**config.mk**
```make
export PLATFORM = sky130hd
export DESIGN_NAME = gate_sweep_ctrl
export DESIGN_NICKNAME = d
export VERILOG_FILES = /design/src/rtl/gate_sweep_pkg.sv /design/src/rtl/gate_sweep_ctrl_settle_counter.sv /design/src/rtl/gate_sweep_ctrl.sv
export SDC_FILE = /design/constraint.sdc
export NUM_CORES = 1
export LEC_CHECK = 0
export ABC_CLOCK_PERIOD_IN_PS = 3570
export CAP_MARGIN = 20
export CORE_MARGIN = 3
export CORE_UTILIZATION = 55
export DETAILED_ROUTE_END_ITERATION = 6
export PLACE_DENSITY = 0.85
export SYNTH_ARGS = -nofsm -noshare
export SYNTH_HDL_FRONTEND = slang
export SYNTH_SLANG_ARGS = --single-unit
export TNS_END_PERCENT = 5
```
**constraint.sdc**
```tcl
create_clock -name clk -period 3.57 [get_ports clk]
set_clock_uncertainty 0.2 [all_clocks]
set_input_delay 1.071 -clock clk [delete_from_list [all_inputs] [get_ports clk]]
set_output_delay 1.071 -clock clk [all_outputs]
set_load 0.005 [all_outputs]
```
**src/rtl/gate_sweep_pkg.sv**
```systemverilog
// Shared definitions for the gate sweep controller.
// Holds the FSM state encoding and the settle counter width.
package gate_sweep_pkg;

    // Settle counter width; covers SETTLE_CYCLES up to 15.
    localparam int unsigned CNT_W = 4;

    typedef enum logic [1:0] {
        IDLE   = 2'd0,
        SETTLE = 2'd1,
        SAMPLE = 2'd2,
        DONE   = 2'd3
    } state_e;

endpackage

```
**src/rtl/gate_sweep_ctrl_settle_counter.sv**
```systemverilog
// Loadable down-counter that times how long each input combination is held.
// Ports:
//   clk, rst_n : clock, async active-low reset
//   load_i     : load LOAD_VAL (takes priority over dec_i)
//   dec_i      : decrement by one, saturating at zero
//   zero_c     : combinational flag, counter currently reads zero
module settle_counter
    import gate_sweep_pkg::*;
#(
    parameter int unsigned LOAD_VAL = 1
)(
    input  logic clk,
    input  logic rst_n,
    input  logic load_i,
    input  logic dec_i,
    output logic zero_c
);

    logic [CNT_W-1:0] cnt_q;
    logic [CNT_W-1:0] cnt_d;

    // Next count: load wins, otherwise count down and stop at zero.
    always_comb begin
        cnt_d = cnt_q;
        if (load_i) begin
            cnt_d = CNT_W'(LOAD_VAL);
        end else if (dec_i && (cnt_q != '0)) begin
            cnt_d = cnt_q - CNT_W'(1);
        end
    end

    always_ff @(posedge clk or negedge rst_n) begin
        if (!rst_n) begin
            cnt_q <= '0;
        end else begin
            cnt_q <= cnt_d;
        end
    end

    assign zero_c = (cnt_q == '0);

endmodule

```
**src/rtl/gate_sweep_ctrl.sv**
```systemverilog
// Sweeps every input combination of a small N_IN-input logic unit in
// ascending order, holds each for SETTLE_CYCLES, samples the unit output
// into a truth table and compares it against an expected table.
// Ports:
//   clk, rst_n   : clock, async active-low reset
//   start        : begin a sweep (accepted in IDLE only)
//   abort        : end a sweep in progress, no done pulse
//   expected     : expected truth table, latched on start
//   dut_c        : output of the unit under control
//   dut_in       : drives the unit inputs (current row)
//   busy         : sweep in progress
//   done         : one-cycle completion pulse
//   table_out    : captured truth table
//   mismatch     : sticky, some row differed from expected
//   fail_row     : first mismatching row, 0 if none
module gate_sweep_ctrl
    import gate_sweep_pkg::*;
#(
    parameter int unsigned N_IN          = 2,
    parameter int unsigned SETTLE_CYCLES = 2
)(
    input  logic                   clk,
    input  logic                   rst_n,
    input  logic                   start,
    input  logic                   abort,
    input  logic [(2**N_IN)-1:0]   expected,
    input  logic                   dut_c,
    output logic [N_IN-1:0]        dut_in,
    output logic                   busy,
    output logic                   done,
    output logic [(2**N_IN)-1:0]   table_out,
    output logic                   mismatch,
    output logic [N_IN-1:0]        fail_row
);

    localparam int unsigned ROWS = 2**N_IN;

    state_e            state_q,    state_d;
    logic [N_IN-1:0]   row_q,      row_d;
    logic [ROWS-1:0]   exp_q,      exp_d;
    logic [ROWS-1:0]   table_q,    table_d;
    logic              busy_q,     busy_d;
    logic              done_q,     done_d;
    logic              mismatch_q, mismatch_d;
    logic [N_IN-1:0]   fail_row_q, fail_row_d;
    logic              cnt_load;
    logic              cnt_dec;
    logic              cnt_zero_c;

    settle_counter #(
        .LOAD_VAL (SETTLE_CYCLES - 1)
    ) u_settle_counter (
        .clk    (clk),
        .rst_n  (rst_n),
        .load_i (cnt_load),
        .dec_i  (cnt_dec),
        .zero_c (cnt_zero_c)
    );

    // Next-state and next-output logic for the sweep sequencer.
    always_comb begin
        state_d    = state_q;
        row_d      = row_q;
        exp_d      = exp_q;
        table_d    = table_q;
        busy_d     = busy_q;
        done_d     = 1'b0;
        mismatch_d = mismatch_q;
        fail_row_d = fail_row_q;
        cnt_load   = 1'b0;
        cnt_dec    = 1'b0;

        case (state_q)
            IDLE: begin
                if (start) begin
                    state_d    = SETTLE;
                    exp_d      = expected;
                    row_d      = '0;
                    table_d    = '0;
                    mismatch_d = 1'b0;
                    fail_row_d = '0;
                    busy_d     = 1'b1;
                    cnt_load   = 1'b1;
                end
            end

            SETTLE: begin
                if (abort) begin
                    state_d = IDLE;
                    busy_d  = 1'b0;
                end else if (cnt_zero_c) begin
                    state_d = SAMPLE;
                end else begin
                    cnt_dec = 1'b1;
                end
            end

            SAMPLE: begin
                // abort suppresses this row's capture entirely.
                if (abort) begin
                    state_d = IDLE;
                    busy_d  = 1'b0;
                end else begin
                    table_d[row_q] = dut_c;
                    if ((dut_c != exp_q[row_q]) && !mismatch_q) begin
                        mismatch_d = 1'b1;
                        fail_row_d = row_q;
                    end
                    if (row_q == N_IN'(ROWS - 1)) begin
                        state_d = DONE;
                        busy_d  = 1'b0;
                        done_d  = 1'b1;
                    end else begin
                        state_d  = SETTLE;
                        row_d    = row_q + N_IN'(1);
                        cnt_load = 1'b1;
                    end
                end
            end

            DONE: begin
                state_d = IDLE;
            end

            default: begin
                state_d = IDLE;
            end
        endcase
    end

    always_ff @(posedge clk or negedge rst_n) begin
        if (!rst_n) begin
            state_q    <= IDLE;
            row_q      <= '0;
            exp_q      <= '0;
            table_q    <= '0;
            busy_q     <= 1'b0;
            done_q     <= 1'b0;
            mismatch_q <= 1'b0;
            fail_row_q <= '0;
        end else begin
            state_q    <= state_d;
            row_q      <= row_d;
            exp_q      <= exp_d;
            table_q    <= table_d;
            busy_q     <= busy_d;
            done_q     <= done_d;
            mismatch_q <= mismatch_d;
            fail_row_q <= fail_row_d;
        end
    end

    // The row register drives the unit inputs directly.
    assign dut_in    = row_q;
    assign busy      = busy_q;
    assign done      = done_q;
    assign table_out = table_q;
    assign mismatch  = mismatch_q;
    assign fail_row  = fail_row_q;

endmodule

```
==> results.cfg, run 1 <==
[outcome]
status = completed

[power_and_ir_drop]
seq_power_share_pct = 38.3
power_frac_comb_pct = 50.1
p_leak_nw = 0.667
intPower_w = 0.000596
clockPowerShare_pct = 11.7
peakVddDrop_mv = 0.485
switching_share_pct = 40.5
p_per_area_nw_per_um2 = 668
switching_power_w = 0.000406

[routing]
drt_iter0_drc = 17
drt-vias-per-instance = 5.97
dr.pass1.iters = 4
remaining_drc_errors = 0
wl_mm = 2.41
vias = 997
ant_nets = 0
routedWlPerCell_um = 14.4

[timing]
relSlewSlack_pct = 58.9
finalHoldViolations = 0
setup_ws_ns = 0.775
setup_tns_ns = 0
slew_violations = 0
period_minus_slack_ns = 2.79
fmax_mhz = 358
setup_viol = 0
worst_pin_slew_ns = 0.617
rsz0062_at_grt = false
fin_crit_sh_pct = 78.3
fin_worst_hold_slack_ns = 0.332

[yosys]
synth_nets = 139
synth_area_um2 = 1260
synth_seq_area_share_pct = 41.7
synth-seq-cells = 21
synth_cells = 119
syn_area_per_cell_um2 = 10.6
synth_warnings = 0
ys.flop_type = dfrtp_1
synthArstFlopShare_pct = 100
synthDistinctLibCells = 41
synth_edf_count = 0

[global_route]
grt_max_degree = 22
overflow = 0
grt_pass1_vias = 973
track_usage_pct = 19.6
antenna_found_initial = 0
grt_pass1_wl_mm = 4.02

[place]
port_buffers = 19
gp_congestion = 0.834
placed_cells = 163
hpwl_mm = 1.81
place_ws_ns = 0.587

[clocking]
numCtsBuffers = 3
clk_path_buf_depth = 2
insertion_delay_ns = 0.31
clk_pin_slew_worst_paths_ns = 0.12
htreeDepth = 1
post_cts_resized = 0
post_cts_buffers = 0
clkSinkCount = 21
tritoncts = yes
clockRootBuffer = clkbuf_4
cts_hold_buffers = 0

[critical_path]
cp_max_fo = 11
path_buf_inv = 1
reg2reg_from = state_q[0]$_DFFE_PN0P_
endpoint = dut_in[0]
worst_setup_path_end_kind = output pin
required_ns = 2.30
ff2ff_setup_slack_ns = 1.28
critical_path.cell_chain = clkdlybuf4s50_1
max_stage_delay_ns = 0.63
worst_ep_arrival_time_ns = 1.52
path_depth = 1
critPathLaunchType = flop
critPathKind = reg2out
critPathTopFamily = flip-flops
worstReg2RegEnd = table_out[2]$_DFFE_PN0P_
crit_start = dut_in[0]$_DFFE_PN0P_
critPathSlowestCell = dfrtp_1
ff2ff_path_depth = 6

[worst_hold_path]
hold_path.class = reg2reg

[floorplan]
die_h_um = 53.9
die_area_um2 = 2900
io_pins = 20
fp.dieW_um = 53.9
start_util_pct = 61.2
rows = 16
coreArea_um2 = 2060

[layout]
antennaDiodeCount = 0
utilization_pct = 72.7
areaGrowthSynthToFinish_pct = 18.8
final_common_cell = dfrtp_1
layout_common_cells = dfrtp_1 (21), clkdlybuf4s50_1 (19), ha_1 (11), inv_1 (9)
nets = 161
drive_gt1_share_pct = 12.1
final_cells = 167

[run]
cap_violations = 0
==> area by class of cell <==
type	instances	area (um^2)
inverters	9	33.8
clock buffers	4	26.3
flip-flops and latches	21	526
repair buffers	20	198
fillers	162	563
multi-input cells	86	682
well taps	27	33.8
==> cells by family (layout without fill, tap and decap cells) <==
family / Yosys count / count (layout) / share of synthesized area, %
adder cells (fa/ha/maj): 11 / 11 / 10.9
flip-flops: 21 / 21 / 41.7
AND/OR/NAND/NOR: 36 / 36 / 16.0
buffers and inverters: 12 / 33 / 4.26
multiplexers: 8 / 8 / 7.74
XOR/XNOR: 3 / 3 / 2.08
AO/OA/AOI/OAI: 28 / 28 / 17.4
==> cells in the mapped netlist, types with 3 or more instances <==
master	instances	area share (%)
ha_1	11	11
mux2i_1	3	2.4
a22o_1	4	2.8
nor2b_1	7	3.5
a31o_2	3	2.1
o21ai_0	7	2.8
mux2_2	4	3.6
xnor2_1	3	2.1
nand2b_1	4	2.0
nand2_1	6	1.8
nor2_1	6	1.8
dfrtp_1	21	42
inv_1	9	2.7
==> through the flow <==
step	total power (W)	instance area, um^2
6_report	0.00100	1500
5_1_grt	0.00108	1500
4_1_cts	0.00101	1500
3_5_place_dp	0.000889	1470
3_3_place_gp	0.000861	1470
2_1_floorplan	0.000753	1260
==> how the worst min path moves through the flow <==
stage          slack [ns]                     from                      end  cells past startpoint
6_report             0.33     exp_q[1]$_DFFE_PN0P_     exp_q[1]$_DFFE_PN0P_                      1
5_1_grt              0.35     exp_q[1]$_DFFE_PN0P_     exp_q[1]$_DFFE_PN0P_                      1
4_1_cts              0.34     exp_q[1]$_DFFE_PN0P_     exp_q[1]$_DFFE_PN0P_                      1
3_5_place_dp         0.31  fail_row[1]$_DFFE_PN0P_  fail_row[1]$_DFFE_PN0P_                      2
3_3_place_gp         0.29     exp_q[0]$_DFFE_PN0P_     exp_q[0]$_DFFE_PN0P_                      1
2_1_floorplan        0.28     exp_q[0]$_DFFE_PN0P_     exp_q[0]$_DFFE_PN0P_                      1
==> state kept, by name, summed over array words and instances (netlist names) <==
signal	count
busy	1
dut_in	2
mismatch	1
u_settle_counter.cnt_q	4
done	1
fail_row	2
state_q	2
table_out	4
exp_q	4
==> power groups by stage <==
stage | combinational, W | sequential [W] | clock, W
CTS | 0.000503 | 0.000384 | 0.000121
floorplan | 0.000386 | 0.000366 | 0
global route | 0.000557 | 0.000396 | 0.000128
finish | 0.000502 | 0.000383 | 0.000117
detailed placement | 0.000500 | 0.000389 | 0
global placement | 0.000477 | 0.000384 | 0
==> metal layers <==
metal	GRT usage [%]	part of all wire (%)	wire length (um)	vias up
met3	2.77	4.3	104	7
met1	23.7	42	1010	494
met2	32.7	51	1230	27
met4	11.9	2.4	57	0
met5	0	0	0	-
li1	-	-	-	469
No activity file was read; power rests on OpenSTA's default activity.
==> run 2: changes to the inputs <==
Settings changed: ABC_CLOCK_PERIOD_IN_PS 3570 to 2730, CORE_UTILIZATION 55 to 52, PLACE_DENSITY 0.85 to 0.81.
Clock period 3.57 ns to 2.73 ns, I/O delays scaled along.
==> run 2 against run 1 <==
- core utilization fell by 5.4 points
- non-clock buffer count rose by 2
- highest routed layer unchanged
- die area rose by 5.1%
- clock power rose by 32%
==> results.cfg, run 2 (synthesis gave the netlist of run 1 again) <==
[routing]
routedWlPerCell_um = 14.7
drt_iter0_drc = 19
wl_mm = 2.49
remaining_drc_errors = 0
vias = 968
ant_nets = 0
dr.pass1.iters = 4
drt-vias-per-instance = 5.69

[layout]
layout_common_cells = dfrtp_1 (21), clkdlybuf4s50_1 (19), ha_1 (11), inv_1 (9)
nets = 163
drive_gt1_share_pct = 14.1
antennaDiodeCount = 0
fillers = 195
areaGrowthSynthToFinish_pct = 20.2
final_common_cell = dfrtp_1

[critical_path]
critPathKind = reg2out
critPathSlowestCell = clkdlybuf4s50_1
critical_path.cell_chain = clkdlybuf4s50_1
worst_ep_arrival_time_ns = 1.40
critPathTopFamily = buffers and inverters
cp_max_fo = 10
max_stage_delay_ns = 0.56
required_ns = 1.71
path_buf_inv = 1
critPathLaunchType = flop
worst_setup_path_end_kind = output pin

[global_route]
grt_max_degree = 22
track_usage_pct = 17.5
overflow = 0
grt_pass1_vias = 987
antenna_found_initial = 0
grt_pass1_wl_mm = 4.35

[run]
cap_violations = 0

[clocking]
numCtsBuffers = 3
post_cts_buffers = 0
clockRootBuffer = clkbuf_4
insertion_delay_ns = 0.31
tritoncts = yes
htreeDepth = 1
cts_hold_buffers = 0
post_cts_resized = 0
clkSinkCount = 21
clk_path_buf_depth = 2
clk_pin_slew_worst_paths_ns = 0.13

[floorplan]
io_pins = 20
start_util_pct = 55.9
rows = 17
die_h_um = 55.3
die_area_um2 = 3050
coreArea_um2 = 2250
fp.dieW_um = 55.3

[outcome]
status = completed

[power_and_ir_drop]
peakVddDrop_mv = 0.683
p_per_area_nw_per_um2 = 874
p_leak_nw = 0.680

[timing]
fin_crit_sh_pct = 88.7
period_minus_slack_ns = 2.42
fmax_mhz = 413
setup_viol = 0
slew_violations = 0
worst_pin_slew_ns = 0.650
setup_tns_ns = 0
setup_ws_ns = 0.309
relSlewSlack_pct = 56.7
finalHoldViolations = 0
rsz0062_at_grt = false

[place]
port_buffers = 19
hpwl_mm = 1.85
place_ws_ns = 0.0938
gp_congestion = 0.729

[worst_hold_path]
hold_path.class = reg2reg
run 2: cell count changes in the layout (fill, tap and decap cells not counted):
cell      previous run  this run
buf_4                1         3
clkbuf_1             1         0
clkinv_2             0         1
run 2: cell type report:
cell class | instances | area (um^2) | area share [%]
clock buffer | 3 | 22.5 | 1.49
timing repair buffer | 22 | 213 | 14.0
sequential | 21 | 526 | 34.7
tap | 28 | 35.0 | 2.31
inverter | 9 | 33.8 | 2.23
multi-input combinational | 86 | 682 | 45.0
clock inverter | 1 | 5.00 | 0.330
run 2: path summary, 6_finish.rpt:
path                       cells after the start  slack [ns]                                    end                    from
hold / removal                                 1        0.33                   exp_q[1]$_DFFE_PN0P_    exp_q[1]$_DFFE_PN0P_
setup reg to reg                               6        0.38               table_out[0]$_DFFE_PN0P_  state_q[0]$_DFFE_PN0P_
max in group asynchronous                      2        1.47                 state_q[1]$_DFFE_PN0P_                   rst_n
hold reg to reg                                1        0.33                   exp_q[1]$_DFFE_PN0P_    exp_q[1]$_DFFE_PN0P_
min in group asynchronous                      2        0.63  u_settle_counter.cnt_q[2]$_DFFE_PN0P_                   rst_n
setup / recovery                               1        0.31                              dut_in[1]   dut_in[1]$_DFFE_PN0P_
run 2: report_power, final:
| group | switching (W) | internal [W] | total (W) |
|---|---|---|---|
| clock | 0.000101 | 0.0000548 | 0.000155 |
| combinational | 0.000360 | 0.000330 | 0.000691 |
| sequential | 0.0000761 | 0.000403 | 0.000479 |
| total | 0.000537 | 0.000788 | 0.00133 |
run 2: stage by stage:
stage / instances / utilization, % / cell area (um^2) / total power [W] / hold slack (ns)
CTS: 170 / 67.3 / 1520 / 0.00134 / 0.330
global placement: 166 / 66.0 / 1490 / 0.00114 / 0.289
floorplan: 119 / - / 1260 / 0.000984 / 0.279
global route: 170 / 67.3 / 1520 / 0.00144 / 0.355
detailed placement: 166 / 66.0 / 1490 / 0.00118 / 0.302
finish: 170 / 67.3 / 1520 / 0.00133 / 0.327
run 2: layer usage:
| metal | up-vias | GRT usage [%] | share of wire (%) |
|---|---|---|---|
| li1 | 471 | - | - |
| met1 | 474 | 22.7 | 46 |
| met2 | 21 | 29.2 | 49 |
| met3 | 2 | 5.14 | 4.6 |
| met4 | 0 | 3.13 | 0.68 |
| met5 | - | 0 | 0 |
==> run 3: changes to the inputs <==
Settings changed: CTS_CLUSTER_DIAMETER set to 150.
==> results of run 3 <==
Final layout, timing and power as in run 2 (identical DEF).
